<file path="config.mk">
export PLATFORM = sky130hd
export DESIGN_NAME = seq_comparator_ctrl_flat
export DESIGN_NICKNAME = d
export VERILOG_FILES = /design/src/rtl/seq_comparator_ctrl_if.sv /design/src/rtl/seq_comparator_ctrl.sv /design/src/flat_wrapper.sv
export SDC_FILE = /design/constraint.sdc
export NUM_CORES = 1
export LEC_CHECK = 0
export ABC_AREA = 1
export ABC_CLOCK_PERIOD_IN_PS = 4400
export BUFFER_PORTS_ARGS = -buffer_cell sky130_fd_sc_hd__buf_2
export CORE_UTILIZATION = 40
export CTS_BUF_LIST = sky130_fd_sc_hd__clkbuf_2
export DETAILED_ROUTE_END_ITERATION = 6
export SLEW_MARGIN = 20
export SYNTH_ARGS = -nofsm -noshare
export SYNTH_HDL_FRONTEND = slang
export SYNTH_SLANG_ARGS = --single-unit
export TNS_END_PERCENT = 100
</file>
<file path="constraint.sdc">
create_clock -name clk -period 4.4 [get_ports clk]
set_clock_uncertainty 0.15 [all_clocks]
set_input_delay 1.32 -clock clk [delete_from_list [all_inputs] [get_ports clk]]
set_output_delay 1.32 -clock clk [all_outputs]
set_load 0.01 [all_outputs]
</file>
<file path="src/rtl/seq_comparator_ctrl_if.sv">
// Requester-side handshake and result bundle for the iterative magnitude comparator.
// The master modport drives start/operands; the slave modport returns status and result.
interface seq_comparator_ctrl_if #(
    parameter int WIDTH = 8
);
    localparam int N  = WIDTH / 2;
    localparam int SW = (N > 1) ? $clog2(N) : 1;

    logic             start;
    logic [WIDTH-1:0] a;
    logic [WIDTH-1:0] b;
    logic             busy;
    logic             done;
    logic             g;
    logic             e;
    logic             l;
    logic [SW-1:0]    slice;

    modport master (
        output start, a, b,
        input  busy, done, g, e, l, slice
    );

    modport slave (
        input  start, a, b,
        output busy, done, g, e, l, slice
    );
endinterface

</file>
<file path="src/rtl/seq_comparator_ctrl.sv">
// Iterative unsigned magnitude compare, one 2-bit pair per cycle from MSB down, early exit.
// Latency: done 1+j cycles after accept (j = first differing pair below MSB), N if equal.
// Backpressure: start is ignored while busy; no queuing, operands latched only on accept.
module seq_comparator_ctrl #(
    parameter int WIDTH = 8
) (
    input  logic                 clk,
    input  logic                 rst_n,
    seq_comparator_ctrl_if.slave bus
);
    localparam int N  = WIDTH / 2;
    localparam int SW = (N > 1) ? $clog2(N) : 1;

    typedef enum logic {IDLE, RUN} state_t;

    state_t           state_q, state_d;
    logic [WIDTH-1:0] a_q, a_d;
    logic [WIDTH-1:0] b_q, b_d;
    logic [SW-1:0]    slice_q, slice_d;
    logic             done_q, done_d;
    logic             g_q, g_d;
    logic             e_q, e_d;
    logic             l_q, l_d;

    logic [WIDTH-1:0] a_sh;
    logic [WIDTH-1:0] b_sh;
    logic [1:0]       pa;
    logic [1:0]       pb;

    // Shift the active pair down to bit 0 rather than using a variable part-select.
    assign a_sh = a_q >> {slice_q, 1'b0};
    assign b_sh = b_q >> {slice_q, 1'b0};
    assign pa   = a_sh[1:0];
    assign pb   = b_sh[1:0];

    always_comb begin
        state_d = state_q;
        a_d     = a_q;
        b_d     = b_q;
        slice_d = slice_q;
        done_d  = 1'b0;
        g_d     = g_q;
        e_d     = e_q;
        l_d     = l_q;
        unique case (state_q)
            IDLE: begin
                if (bus.start) begin
                    a_d     = bus.a;
                    b_d     = bus.b;
                    slice_d = SW'(N - 1);
                    g_d     = 1'b0;
                    e_d     = 1'b0;
                    l_d     = 1'b0;
                    state_d = RUN;
                end
            end
            RUN: begin
                if (pa > pb) begin
                    g_d     = 1'b1;
                    done_d  = 1'b1;
                    state_d = IDLE;
                end else if (pa < pb) begin
                    l_d     = 1'b1;
                    done_d  = 1'b1;
                    state_d = IDLE;
                end else if (slice_q == '0) begin
                    e_d     = 1'b1;
                    done_d  = 1'b1;
                    state_d = IDLE;
                end else begin
                    slice_d = slice_q - SW'(1);
                end
            end
            default: state_d = IDLE;
        endcase
    end

    always_ff @(posedge clk or negedge rst_n) begin
        if (!rst_n) begin
            state_q <= IDLE;
            a_q     <= '0;
            b_q     <= '0;
            slice_q <= '0;
            done_q  <= 1'b0;
            g_q     <= 1'b0;
            e_q     <= 1'b0;
            l_q     <= 1'b0;
        end else begin
            state_q <= state_d;
            a_q     <= a_d;
            b_q     <= b_d;
            slice_q <= slice_d;
            done_q  <= done_d;
            g_q     <= g_d;
            e_q     <= e_d;
            l_q     <= l_d;
        end
    end

    assign bus.busy  = (state_q == RUN);
    assign bus.done  = done_q;
    assign bus.g     = g_q;
    assign bus.e     = e_q;
    assign bus.l     = l_q;
    assign bus.slice = slice_q;
endmodule

</file>
<file path="src/flat_wrapper.sv">
// flat-port wrapper written by rule: the top's interface ports become plain ports
module seq_comparator_ctrl_flat 
#(
    parameter int WIDTH = 8
)
  (clk, rst_n, bus_start, bus_a, bus_b, bus_busy, bus_done, bus_g, bus_e, bus_l, bus_slice);
  seq_comparator_ctrl_if #(.WIDTH(WIDTH)) bus_i ();
  input  logic clk;
  input  logic rst_n;
  input wire logic [$bits(bus_i.start)-1:0] bus_start;
  input wire logic [$bits(bus_i.a)-1:0] bus_a;
  input wire logic [$bits(bus_i.b)-1:0] bus_b;
  output wire logic [$bits(bus_i.busy)-1:0] bus_busy;
  output wire logic [$bits(bus_i.done)-1:0] bus_done;
  output wire logic [$bits(bus_i.g)-1:0] bus_g;
  output wire logic [$bits(bus_i.e)-1:0] bus_e;
  output wire logic [$bits(bus_i.l)-1:0] bus_l;
  output wire logic [$bits(bus_i.slice)-1:0] bus_slice;
  assign bus_i.start = bus_start;
  assign bus_i.a = bus_a;
  assign bus_i.b = bus_b;
  assign bus_busy = bus_i.busy;
  assign bus_done = bus_i.done;
  assign bus_g = bus_i.g;
  assign bus_e = bus_i.e;
  assign bus_l = bus_i.l;
  assign bus_slice = bus_i.slice;
  seq_comparator_ctrl #(.WIDTH(WIDTH)) u_core (.clk(clk), .rst_n(rst_n), .bus(bus_i));
endmodule
</file>
# Word-level counts from Yosys, hierarchy flattened
# Index checks and enable logic that the tools add are counted.
[classes] n_addsub=1 n_lt_le_gt_ge=2 n_eq_ne=7 shift=2 n_mux=24 bitwise=1 n_reduce_logical=6
[ops] cell="$shr A8 B3 Y2" count=2
[ops] cell="$mux W1" count=15
[ops] cell="$ne A2 B2 Y1 const B" count=7
[ops] cell="$mux W2" count=4
[ops] cell="$pmux W1 S2" count=4
[ops] cell="$reduce_and A4 Y1" count=2
[ops] cell="$pmux W2 S2" count=1
[ops] cell="$reduce_and A2 Y1" count=2
[ops] cell="$reduce_and A3 Y1" count=1
[ops] cell="$gt A2 B2 Y1" count=1
[ops] cell="$logic_not A2 Y1" count=1
[ops] cell="$lt A2 B2 Y1" count=1
[ops] cell="$sub A2 B1 Y2 const B" count=1
[ops] cell="$not A1 Y1" count=1
[totals] ff_bits=23 word_cells=51

# Longest topological paths before layout
# Gate-level depths: netlist (run 1).
[depth] depth_word=5 ltp_mapped=11

# Worst setup path after synthesis (run 1)
# No wires, ideal clock.
[synth_path] kind="input -> register" from="input port bus_start" to="register u_core.slice_q[1] (netlist: u_core.bus.slice[1])" setup_ns=0.118 arrival_time_ns=1.735 required_ns=4.132 slack_ns=2.397 path_stages=3 n_path_buf=0 path_cell_list="or2_2 > nand4_1 > nand2_1"
[synth_via] elab_chain_len=2
[synth_lines] item="from (decl)" line="flat_wrapper.sv:10" source="input wire logic [$bits(bus_i.start)-1:0] bus_start;"
[synth_lines] item="$ne A2 B2 Y1 (no source line)"
[synth_lines] item="$reduce_and A4 Y1 (no source line)"
[synth_lines] item="to (signal assigned)" line="seq_comparator_ctrl.sv:92" source="slice_q <= slice_d;"
[synth_lines] item="to (decl)" line="seq_comparator_ctrl.sv:19" source="logic [SW-1:0] slice_q, slice_d;"
# No other way between the ends.
# A chain may end at the register's enable or synchronous reset.

# Worst setup path after layout (run 1)
[layout_path] from="register u_core.slice_q[0] (netlist: u_core.bus.slice[0])" to="output port bus_slice[0]"
[layout_rtl] item="to (decl)" line="flat_wrapper.sv:18" source="output wire logic [$bits(bus_i.slice)-1:0] bus_slice;"
# No word-level cell between the ends.

==> results of run 1 <==
[layout make-up]
cell class / instances / area [um2]
clock buffers: 4 / 20.0
fillers: 287 / 1320
multi-input cells: 97 / 448
flip-flops and latches: 23 / 576
well taps: 30 / 37.5
repair buffers: 25 / 125
inverters: 9 / 38.8
[kinds of logic (layout without fill, tap and decap cells)]
kind of cell / Yosys count / in the layout / synth area share (%)
adders and majority gates: 3 / 3 / 3.35
AOI/OAI and AO/OA: 14 / 14 / 7.14
DFF: 23 / 23 / 51.3
and+or+nand+nor: 80 / 80 / 29.5
buffers and inverters: 14 / 38 / 8.70
[power breakdown]
| part | leakage, nW | internal, W | switching [W] |
|---|---|---|---|
| registers | 0.283 | 0.000304 | 0.0000776 |
| clock network | 0.0166 | 0.0000240 | 0.0000620 |
| logic | 0.400 | 0.000172 | 0.000261 |
[worst max path at each step]
stage                                to  slack, ps  depth (start not counted)
floorplan           u_core.bus.slice[1]       2400                          3
global placement          u_core.b_q[3]       2200                          5
detailed placement        u_core.a_q[7]       2190                          5
CTS                        bus_slice[0]       1810                          1
global route               bus_slice[0]       1720                          1
finish                     bus_slice[0]       1810                          1
[metrics by stage]
step	setup slack (ps)	hold slack [ps]
floorplan	2400	294
global placement	2200	311
detailed placement	2190	315
CTS	1810	362
global route	1720	390
finish	1810	354
[sequential cells by signal (all words and copies together) (netlist names)]
name	count
u_core.bus.done	1
u_core.a_q	8
u_core.bus.slice	2
u_core.bus.g	1
u_core.bus.e	1
u_core.bus.busy	1
u_core.b_q	8
u_core.bus.l	1
[placed cells by master (no fill, tap or decap), types with 3 or more instances in the layout]
master	instances
inv_1	6
buf_2	25
nor2_1	10
dfrtp_1	23
nand2_2	3
nand3_1	6
ha_1	3
clkbuf_2	4
o21ai_0	8
nand2_1	57
[tightest hold or removal path: stages (launching register included)]
cell and delay (ps):
dfrtp_1 390, nand2_1 50, nand2_1 50
[routing by layer]
| metal | track usage, % | wire (um) |
|---|---|---|
| met1 | 20.4 | 1030 |
| met2 | 26.5 | 990 |
| met3 | 3.83 | 72 |
| met4 | 8.33 | 37 |
| met5 | 0 | 0 |
==> flow_summary.json, run 1 <==
{
  "p_total_w": 0.000902,
  "count_of_cell_types_in_the_netlist": 19,
  "cpPeakStageDelay_ps": 590,
  "postSynthNetCount": 156,
  "cts.htree.levels": 1,
  "flops_latches_synth": 23,
  "min_period_ps": 2590,
  "crit_arrival_ps": 1120,
  "crit_type": "register to primary output",
  "place_congestion": 0.784,
  "synth_flop_cell": "dfrtp_1",
  "critPathMaxFanout": 11,
  "drt_first_pass_iters": 4,
  "worst_setup_path_start_kind": "register",
  "summed_area_of_non_filler_cells_in_the_final_layout_mm2": 0.00124,
  "cts_sinks": 23,
  "synth_cells": 134,
  "num_antenna_cells": 0,
  "synth_common_cells": "57 x nand2_1, 23 x dfrtp_1, 10 x nor2_1",
  "power.density_mw_per_mm2": 724,
  "seq_area_frac_synth_pct": 51.3,
  "fin_cells": 188,
  "regToRegEndpoint": "u_core.bus.slice[1]",
  "timing.final.max_slew_violations": 0,
  "tritoncts": "built",
  "grt_pass1_wl_um": 3500,
  "core-area_mm2": 0.00257,
  "min_delay_startpoint": "u_core.b_q[3]",
  "cp_cell_sequence": "buf_2",
  "root_buffer": "clkbuf_2",
  "initial_utilization_pct": 43.7,
  "boundaryPins": 26,
  "antenna_found_initial": 0,
  "critical_path_buf_inv_count": 1,
  "max_freq_mhz": 387,
  "synth-warning-count": 0,
  "cell_with_the_biggest_individual_delay_on_the_critical_path": "dfrtp_1",
  "hpwlAfterDp_um": 1550,
  "finalSetupTns_ps": 0,
  "timing.critical_path.to_type": "primary output",
  "overall_global_routing_resource_usage_pct": 16.4,
  "number_of_synthesized_flops_with_an_enable_pin": 0,
  "final_antenna_net_count": 0,
  "syn_area_mm2": 0.00112,
  "synth_top_cell_area_share_pct": 51.3,
  "placement.cell_area_mm2": 0.00122,
  "utilization_pct": 48.5,
  "setup_violations": 0,
  "synth_area_per_cell_um2": 8.37,
  "floorplan.die_area_mm2": 0.00302,
  "dpl.cell_count": 184,
  "portBuffers": 25,
  "postCtsResizedCells": 0,
  "grt_setup_unrepaired": "false",
  "drc_violations_left": 0,
  "insertion_delay_ps": 330,
  "detailed_router_s_first_iteration_violation_count": 14,
  "ctsHoldBuffers": 0,
  "timing.max_slew.rel_slack_pct": 66.1,
  "worst_hold_path.endpoint": "u_core.b_q[3]",
  "cts.reportedPaths.clkPinSlew_ps": 210,
  "ctsLongestPathBuffers": 2,
  "grt_pass1_vias": 821,
  "die_w_um": 54.9,
  "period_share_pct": 58.8,
  "report.final.hold_viol_count": 0,
  "dr_total_vias": 929,
  "worst_setup_path_startpoint": "u_core.bus.slice[0]",
  "p_leak_nw": 0.699,
  "pin_count_of_the_biggest_net_entering_global_routing": 24,
  "synthMostInstantiatedCell": "nand2_1",
  "worst_hold_path.num_cells": 2,
  "worst_slew_pin_slew_ps": 508,
  "rows": 18,
  "synth-async-reset-ratio_pct": 100,
  "final_stage_net_count": 181,
  "overall_die_height_um": 54.9,
  "synth.largest_area_cell": "dfrtp_1",
  "cap_viol_max_count": 0,
  "numCtsBuffers": 3,
  "detail_route.wirelength_um": 2130,
  "synth.area.top_cells": "dfrtp_1 51%, nand2_1 19%, o21ai_0 3.6%",
  "grt_overflow": 0,
  "hold_path.class": "register to register",
  "timing.rr.start": "u_core.bus.slice[0]",
  "run_status": "finished clean",
  "cts_setup_buffers": 0,
  "drive_gt1_share_pct": 23.4,
  "reg2reg_setup_slack_ps": 2350,
  "cp_top_family": "flip-flops",
  "wl_per_cell_um": 11.3,
  "viasPerCell": 4.94,
  "worst_ir_drop_vdd_v": 0.000395,
  "timing.reg2reg.worst_path_depth": 9,
  "syn_to_final_growth_pct": 11.0,
  "cp.required_ps": 2930
}
(Power assumes the default switching activity.)
==> inputs of run 2 (changes only) <==
--- a/config.mk
+++ b/config.mk
@@ -6,7 +6,7 @@
 export NUM_CORES = 1
 export LEC_CHECK = 0
 export ABC_AREA = 1
-export ABC_CLOCK_PERIOD_IN_PS = 4400
+export ABC_CLOCK_PERIOD_IN_PS = 2400
 export BUFFER_PORTS_ARGS = -buffer_cell sky130_fd_sc_hd__buf_2
 export CORE_UTILIZATION = 40
 export CTS_BUF_LIST = sky130_fd_sc_hd__clkbuf_2
==> constraint.sdc (replaced) <==
create_clock -name clk -period 2.4 [get_ports clk]
set_clock_uncertainty 0.15 [all_clocks]
set_input_delay 0.72 -clock clk [delete_from_list [all_inputs] [get_ports clk]]
set_output_delay 0.72 -clock clk [all_outputs]
set_load 0.01 [all_outputs]
==> run 2 against run 1 <==
  * Sequential cell count did not move
  * Highest routed layer unchanged
  * Global-route usage shrank 1.2 points
  * Clock power increased by 74%
  * Sequential share of layout area unchanged
  * Non-clock buffer count unchanged
  * Power grew 82%
  * Critical endpoint is now u_core.bus.slice[1]
  * Largest power group unchanged
  * Critical path type is now register to register
==> flow_summary.json, run 2 (synthesized netlist as in run 1, its figures left out) <==
{
  "power.density_mw_per_mm2": 1320,
  "reg2reg_setup_slack_ps": 400,
  "nFillCells": 280,
  "cell_with_the_biggest_individual_delay_on_the_critical_path": "dfrtp_1",
  "preCtsSetupSlack_ps": 457,
  "cts.htree.levels": 1,
  "max_freq_mhz": 499,
  "report.final.hold_viol_count": 0,
  "grt_pass1_wl_um": 3260,
  "final_antenna_net_count": 0,
  "timing.max_slew.rel_slack_pct": 66.7,
  "final_stage_net_count": 181,
  "hpwlAfterDp_um": 1510,
  "final_common_cell": "nand2_1",
  "cap_viol_max_count": 0,
  "drive_gt1_share_pct": 23.4,
  "grt_pass1_vias": 769,
  "drc_violations_left": 0,
  "cp_cell_sequence": "inv_2 -> o21ai_0 -> o22ai_1 -> ha_1 -> nand2_1 -> nor2_1 -> nand3_1 -> nand3_1 -> nand2_1",
  "initial_utilization_pct": 43.7,
  "tritoncts": "built",
  "min_period_ps": 2000,
  "cp_top_family": "flip-flops",
  "core-area_mm2": 0.00257,
  "finalSetupTns_ps": 0,
  "run_status": "finished clean",
  "timing.rr.start": "u_core.bus.slice[0]",
  "overall_global_routing_resource_usage_pct": 15.2,
  "final-seq-area_um2": 576,
  "rows": 18,
  "hold_path.class": "input port to asynchronous set/reset pin",
  "total_area_of_multi_input_combinational_cells_um2": 448,
  "period_share_pct": 83.5,
  "wl_per_cell_um": 10.7,
  "viasPerCell": 4.88,
  "boundaryPins": 26,
  "grt_setup_unrepaired": "false",
  "detailed_router_s_first_iteration_violation_count": 19,
  "antenna_found_initial": 0,
  "grt_overflow": 0,
  "syn_to_final_growth_pct": 11.0,
  "timing.final.max_slew_violations": 0,
  "cts_setup_buffers": 0,
  "overall_die_height_um": 54.9,
  "critPathMaxFanout": 11,
  "timing.reg2reg.worst_path_depth": 9,
  "detail_route.wirelength_um": 2020,
  "floorplan.die_area_mm2": 0.00302,
  "cpPeakStageDelay_ps": 580,
  "die_w_um": 54.9,
  "cp.required_ps": 2480,
  "utilization_pct": 48.5,
  "num_antenna_cells": 0,
  "worst_setup_path_start_kind": "register",
  "cts.reportedPaths.clkPinSlew_ps": 220,
  "ctsLongestPathBuffers": 2,
  "crit_arrival_ps": 2090,
  "ctsHoldBuffers": 0,
  "setup_violations": 0,
  "place_congestion": 0.805,
  "mostFrequentLayoutCells": "57 x nand2_1, 25 x buf_2, 23 x dfrtp_1",
  "insertion_delay_ps": 320,
  "pin_count_of_the_biggest_net_entering_global_routing": 24,
  "timing.critical_path.to_type": "register",
  "regToRegEndpoint": "u_core.bus.slice[1]",
  "p_leak_nw": 0.699,
  "drt_first_pass_iters": 4,
  "crit_type": "register to register",
  "finalWorstSetupSlack_ps": 395,
  "cts_sinks": 23,
  "portBuffers": 25,
  "critical_path_buf_inv_count": 1,
  "worst_slew_pin_slew_ps": 500,
  "numCtsBuffers": 3,
  "dr_total_vias": 917,
  "root_buffer": "clkbuf_2",
  "postCtsResizedCells": 0,
  "worst_ir_drop_vdd_v": 0.000711
}
==> run 2: cell count changes in the layout (fill, tap and decap cells not counted), sizes merged <==
cell,before,now
clkbuf,4,3
clkinv,0,1
==> run 2: routing by layer <==
layer  routed length, um  up-vias  GRT usage (%)
li1                    -      468              -
met3                  60        2           3.28
met4                  10        0           5.00
met2                 956       17           24.5
met1                 990      430           20.1
met5                   0        -              0
==> run 2: layout make-up <==
cell class	count	area share (%)
tap	30	3.02
timing repair buffer	25	10.1
sequential	23	46.2
inverter	9	3.12
multi-input combinational	97	36.0
clock inverter	1	0.402
clock buffer	3	1.21
==> run 2: worst register-to-register path: cells and delay by family (launching register included) <==
kind | cells | cell delay [ps]
AO/OA/AOI/OAI | 2 | 270
adder cells (fa/ha/maj) | 1 | 320
buffers and inverters | 1 | 140
flip-flops | 1 | 580
AND/OR/NAND/NOR | 5 | 470
==> run 2: metrics by stage <==
step	std cells	hold WS [ps]	instance area [um2]	power, W
after floorplan	134	274	1120	0.00134
after global placement	184	311	1220	0.00150
after detailed placement	184	320	1220	0.00150
after CTS	188	173	1240	0.00166
after global routing	188	177	1240	0.00182
final	188	167	1240	0.00164
==> run 2: how the worst max path moves through the flow <==
stage | startpoint | to | slack, ps | cells past startpoint
floorplan | u_core.bus.slice[0] | u_core.bus.slice[1] | 540 | 10
global placement | u_core.bus.slice[0] | u_core.bus.slice[1] | 480 | 9
detailed placement | u_core.bus.slice[0] | u_core.bus.slice[1] | 460 | 9
CTS | u_core.bus.slice[0] | u_core.bus.slice[1] | 420 | 9
global route | u_core.bus.slice[0] | u_core.bus.slice[1] | 180 | 9
finish | u_core.bus.slice[0] | u_core.bus.slice[1] | 400 | 9
==> run 2: report_power, final <==
part	internal (W)	switching, W	leakage [nW]
registers	0.000558	0.000142	0.283
clock network	0.0000378	0.000112	0.0164
logic	0.000315	0.000475	0.400
total	0.000911	0.000729	0.699
==> inputs of run 3 (changes only) <==
--- a/config.mk
+++ b/config.mk
@@ -5,8 +5,8 @@
 export SDC_FILE = /design/constraint.sdc
 export NUM_CORES = 1
 export LEC_CHECK = 0
-export ABC_AREA = 1
-export ABC_CLOCK_PERIOD_IN_PS = 2400
+export ABC_AREA = 0
+export ABC_CLOCK_PERIOD_IN_PS = 2000
 export BUFFER_PORTS_ARGS = -buffer_cell sky130_fd_sc_hd__buf_2
 export CORE_UTILIZATION = 40
 export CTS_BUF_LIST = sky130_fd_sc_hd__clkbuf_2
==> constraint.sdc (replaced) <==
create_clock -name clk -period 2 [get_ports clk]
set_clock_uncertainty 0.15 [all_clocks]
set_input_delay 0.6 -clock clk [delete_from_list [all_inputs] [get_ports clk]]
set_output_delay 0.6 -clock clk [all_outputs]
set_load 0.01 [all_outputs]
==> run 3 against run 2 <==
  * The run now ends with setup timing left
  * Clock power grew 26%
  * Area after synthesis shrank 1.3%
  * Register-to-register slack lost 550 ps
  * Maximum frequency shrank 6.8%
  * Critical path type unchanged
  * Utilization grew 4.5 points
  * Largest cell class unchanged
  * Non-clock buffer count grew 5
  * Worst setup slack lost 550 ps
==> flow_summary.json, run 3 <==
{
  "run_status": "finished with violations",
  "violations": "setup timing",
  "synthMostInstantiatedCell": "dfrtp_1",
  "floorplan.die_area_mm2": 0.00298,
  "cp.required_ps": 2120,
  "final-seq-area_um2": 577,
  "cts.htree.levels": 1,
  "worst_setup_path_start_kind": "register",
  "drive_gt1_share_pct": 63.2,
  "drc_violations_left": 0,
  "mostFrequentLayoutCells": "25 x buf_2, 22 x dfrtp_1, 9 x mux2_2",
  "timing.max_slew.rel_slack_pct": 65.8,
  "drt_first_pass_iters": 3,
  "synth_top_cell_area_share_pct": 52.0,
  "final_stage_net_count": 129,
  "place_congestion": 0.741,
  "tritoncts": "built",
  "finalSetupTns_ps": -508,
  "p_leak_nw": 0.642,
  "min_period_ps": 2150,
  "detailed_router_s_first_iteration_violation_count": 2,
  "pin_count_of_the_biggest_net_entering_global_routing": 24,
  "grt_setup_unrepaired": "true",
  "max_freq_mhz": 465,
  "syn_to_final_growth_pct": 21.8,
  "cts.reportedPaths.clkPinSlew_ps": 230,
  "timing.rr.start": "u_core.bus.slice[0]",
  "nFillCells": 244,
  "synth_flop_cell": "dfrtp_1",
  "report.final.hold_viol_count": 0,
  "count_of_cell_types_in_the_netlist": 21,
  "overall_die_height_um": 54.6,
  "initial_utilization_pct": 43.5,
  "reg2reg_setup_slack_ps": -150,
  "final_common_cell": "buf_2",
  "final_antenna_net_count": 0,
  "dpl.cell_count": 130,
  "timing.reg2reg.worst_path_depth": 5,
  "p_total_w": 0.00203,
  "cap_viol_max_count": 0,
  "antenna_found_initial": 0,
  "timing.critical_path.to_type": "register",
  "seq_area_frac_synth_pct": 52.0,
  "worst_slew_pin_slew_ps": 513,
  "die_w_um": 54.6,
  "setup_violations": 5,
  "core-area_mm2": 0.00254,
  "worst_setup_path_startpoint": "u_core.bus.slice[0]",
  "synth-async-reset-ratio_pct": 100,
  "regToRegEndpoint": "u_core.bus.slice[1]",
  "portBuffers": 25,
  "grt_pass1_wl_um": 3010,
  "boundaryPins": 26,
  "timing.critical_path.to": "u_core.bus.slice[1]",
  "grt_pass1_vias": 684,
  "synth_cells": 75,
  "postSynthNetCount": 97,
  "cts_sinks": 23,
  "number_of_synthesized_flops_with_an_enable_pin": 0,
  "flops_latches_synth": 23,
  "power.density_mw_per_mm2": 1510,
  "ctsHoldBuffers": 0,
  "finalWorstSetupSlack_ps": -150,
  "worst_ir_drop_vdd_v": 0.000716,
  "synth_common_cells": "23 x dfrtp_1, 9 x mux2_2, 7 x mux2_4",
  "fin_cells": 136,
  "num_antenna_cells": 0,
  "synth.largest_area_cell": "dfrtp_1",
  "crit_type": "register to register",
  "rows": 18,
  "numCtsBuffers": 3,
  "synth-warning-count": 0,
  "synth.area.top_cells": "dfrtp_1 52%, mux2_4 9.5%, mux2_2 9.2%",
  "ctsLongestPathBuffers": 2,
  "grt_overflow": 0,
  "root_buffer": "clkbuf_2",
  "wl_per_cell_um": 13.0,
  "dr_total_vias": 671,
  "critPathMaxFanout": 5,
  "synth_area_per_cell_um2": 14.7,
  "crit_arrival_ps": 2270,
  "overall_global_routing_resource_usage_pct": 14.3,
  "total_area_of_multi_input_combinational_cells_um2": 515,
  "period_share_pct": 107,
  "hold_path.class": "input port to asynchronous set/reset pin",
  "timing.final.max_slew_violations": 0,
  "detail_route.wirelength_um": 1770,
  "viasPerCell": 4.93,
  "utilization_pct": 52.9,
  "insertion_delay_ps": 330,
  "syn_area_mm2": 0.00111
}
-- run 3: cell count changes after synthesis, moves of 3 or more --
cell     delta
nand2_1    -54
mux2_2      +9
nor2_1      -8
mux2_4      +7
nand3_1     -6
mux4_2      +4
o21ai_0     -4
nand2_2     -3
-- run 3: worst min-delay path by stage --
stage / startpoint / end / slack [ps] / cells after the start
floorplan: rst_n / u_core.a_q[0] / 150 / 0
global placement: u_core.bus.g / u_core.bus.g / 340 / 2
detailed placement: u_core.a_q[5] / u_core.a_q[5] / 350 / 1
CTS: rst_n / u_core.bus.e / 50 / 1
global route: rst_n / u_core.a_q[1] / 40 / 1
finish: rst_n / u_core.bus.e / 40 / 1
-- run 3: per-stage QoR --
stage / instance area (um2) / setup slack [ps] / hold slack (ps)
after floorplan: 1140 / -148 / 154
after global placement: 1300 / -194 / 337
after detailed placement: 1300 / -249 / 347
after CTS: 1340 / -188 / 48.7
after global routing: 1350 / -269 / 38.8
final: 1350 / -150 / 44.6
-- run 3: cell families after synthesis --
group / after synthesis / share of synthesized area [%]
buffers and inverters: 9 / 5.32
DFF: 23 / 52.0
AOI/OAI and AO/OA: 8 / 4.30
adders and majority gates: 3 / 3.39
and+or+nand+nor: 10 / 6.34
muxes: 22 / 28.6
-- run 3: area by class of cell --
cell class | instances | share of cell area, %
Sequential cell | 23 | 42.8
Timing Repair Buffer | 30 | 13.0
Tap cell | 30 | 2.79
Clock inverter | 1 | 0.371
Multi-Input combinational cell | 43 | 38.3
Inverter | 6 | 1.67
Clock buffer | 3 | 1.11
-- run 3: power breakdown --
| group | internal (W) | switching [W] | leakage [nW] |
|---|---|---|---|
| clock | 0.0000454 | 0.000144 | 0.0164 |
| combinational | 0.000657 | 0.000394 | 0.356 |
| sequential | 0.000661 | 0.000133 | 0.269 |
-- run 3: repair_timing --
action	4_1_cts	5_1_grt
resized for setup	4	4
pin swaps	4	2
endpoints found under the setup margin	5	6
setup buffers	2	0
-- run 3: per-layer routing --
metal  global-route usage [%]  up-vias  share of wire (%)
li1                         -      322                  -
met1                     19.3      329                 48
met2                     22.9       18                 47
met3                     2.50        2                4.4
met4                     5.13        0               0.73
met5                        0        -                  0
-- run 3: worst max-delay path, stage by stage (launching register included) --
cell and delay, ps:
dfrtp_2 500, mux4_2 550, ha_4 300, nand2_4 50, nor4b_4 320, mux2i_1 230
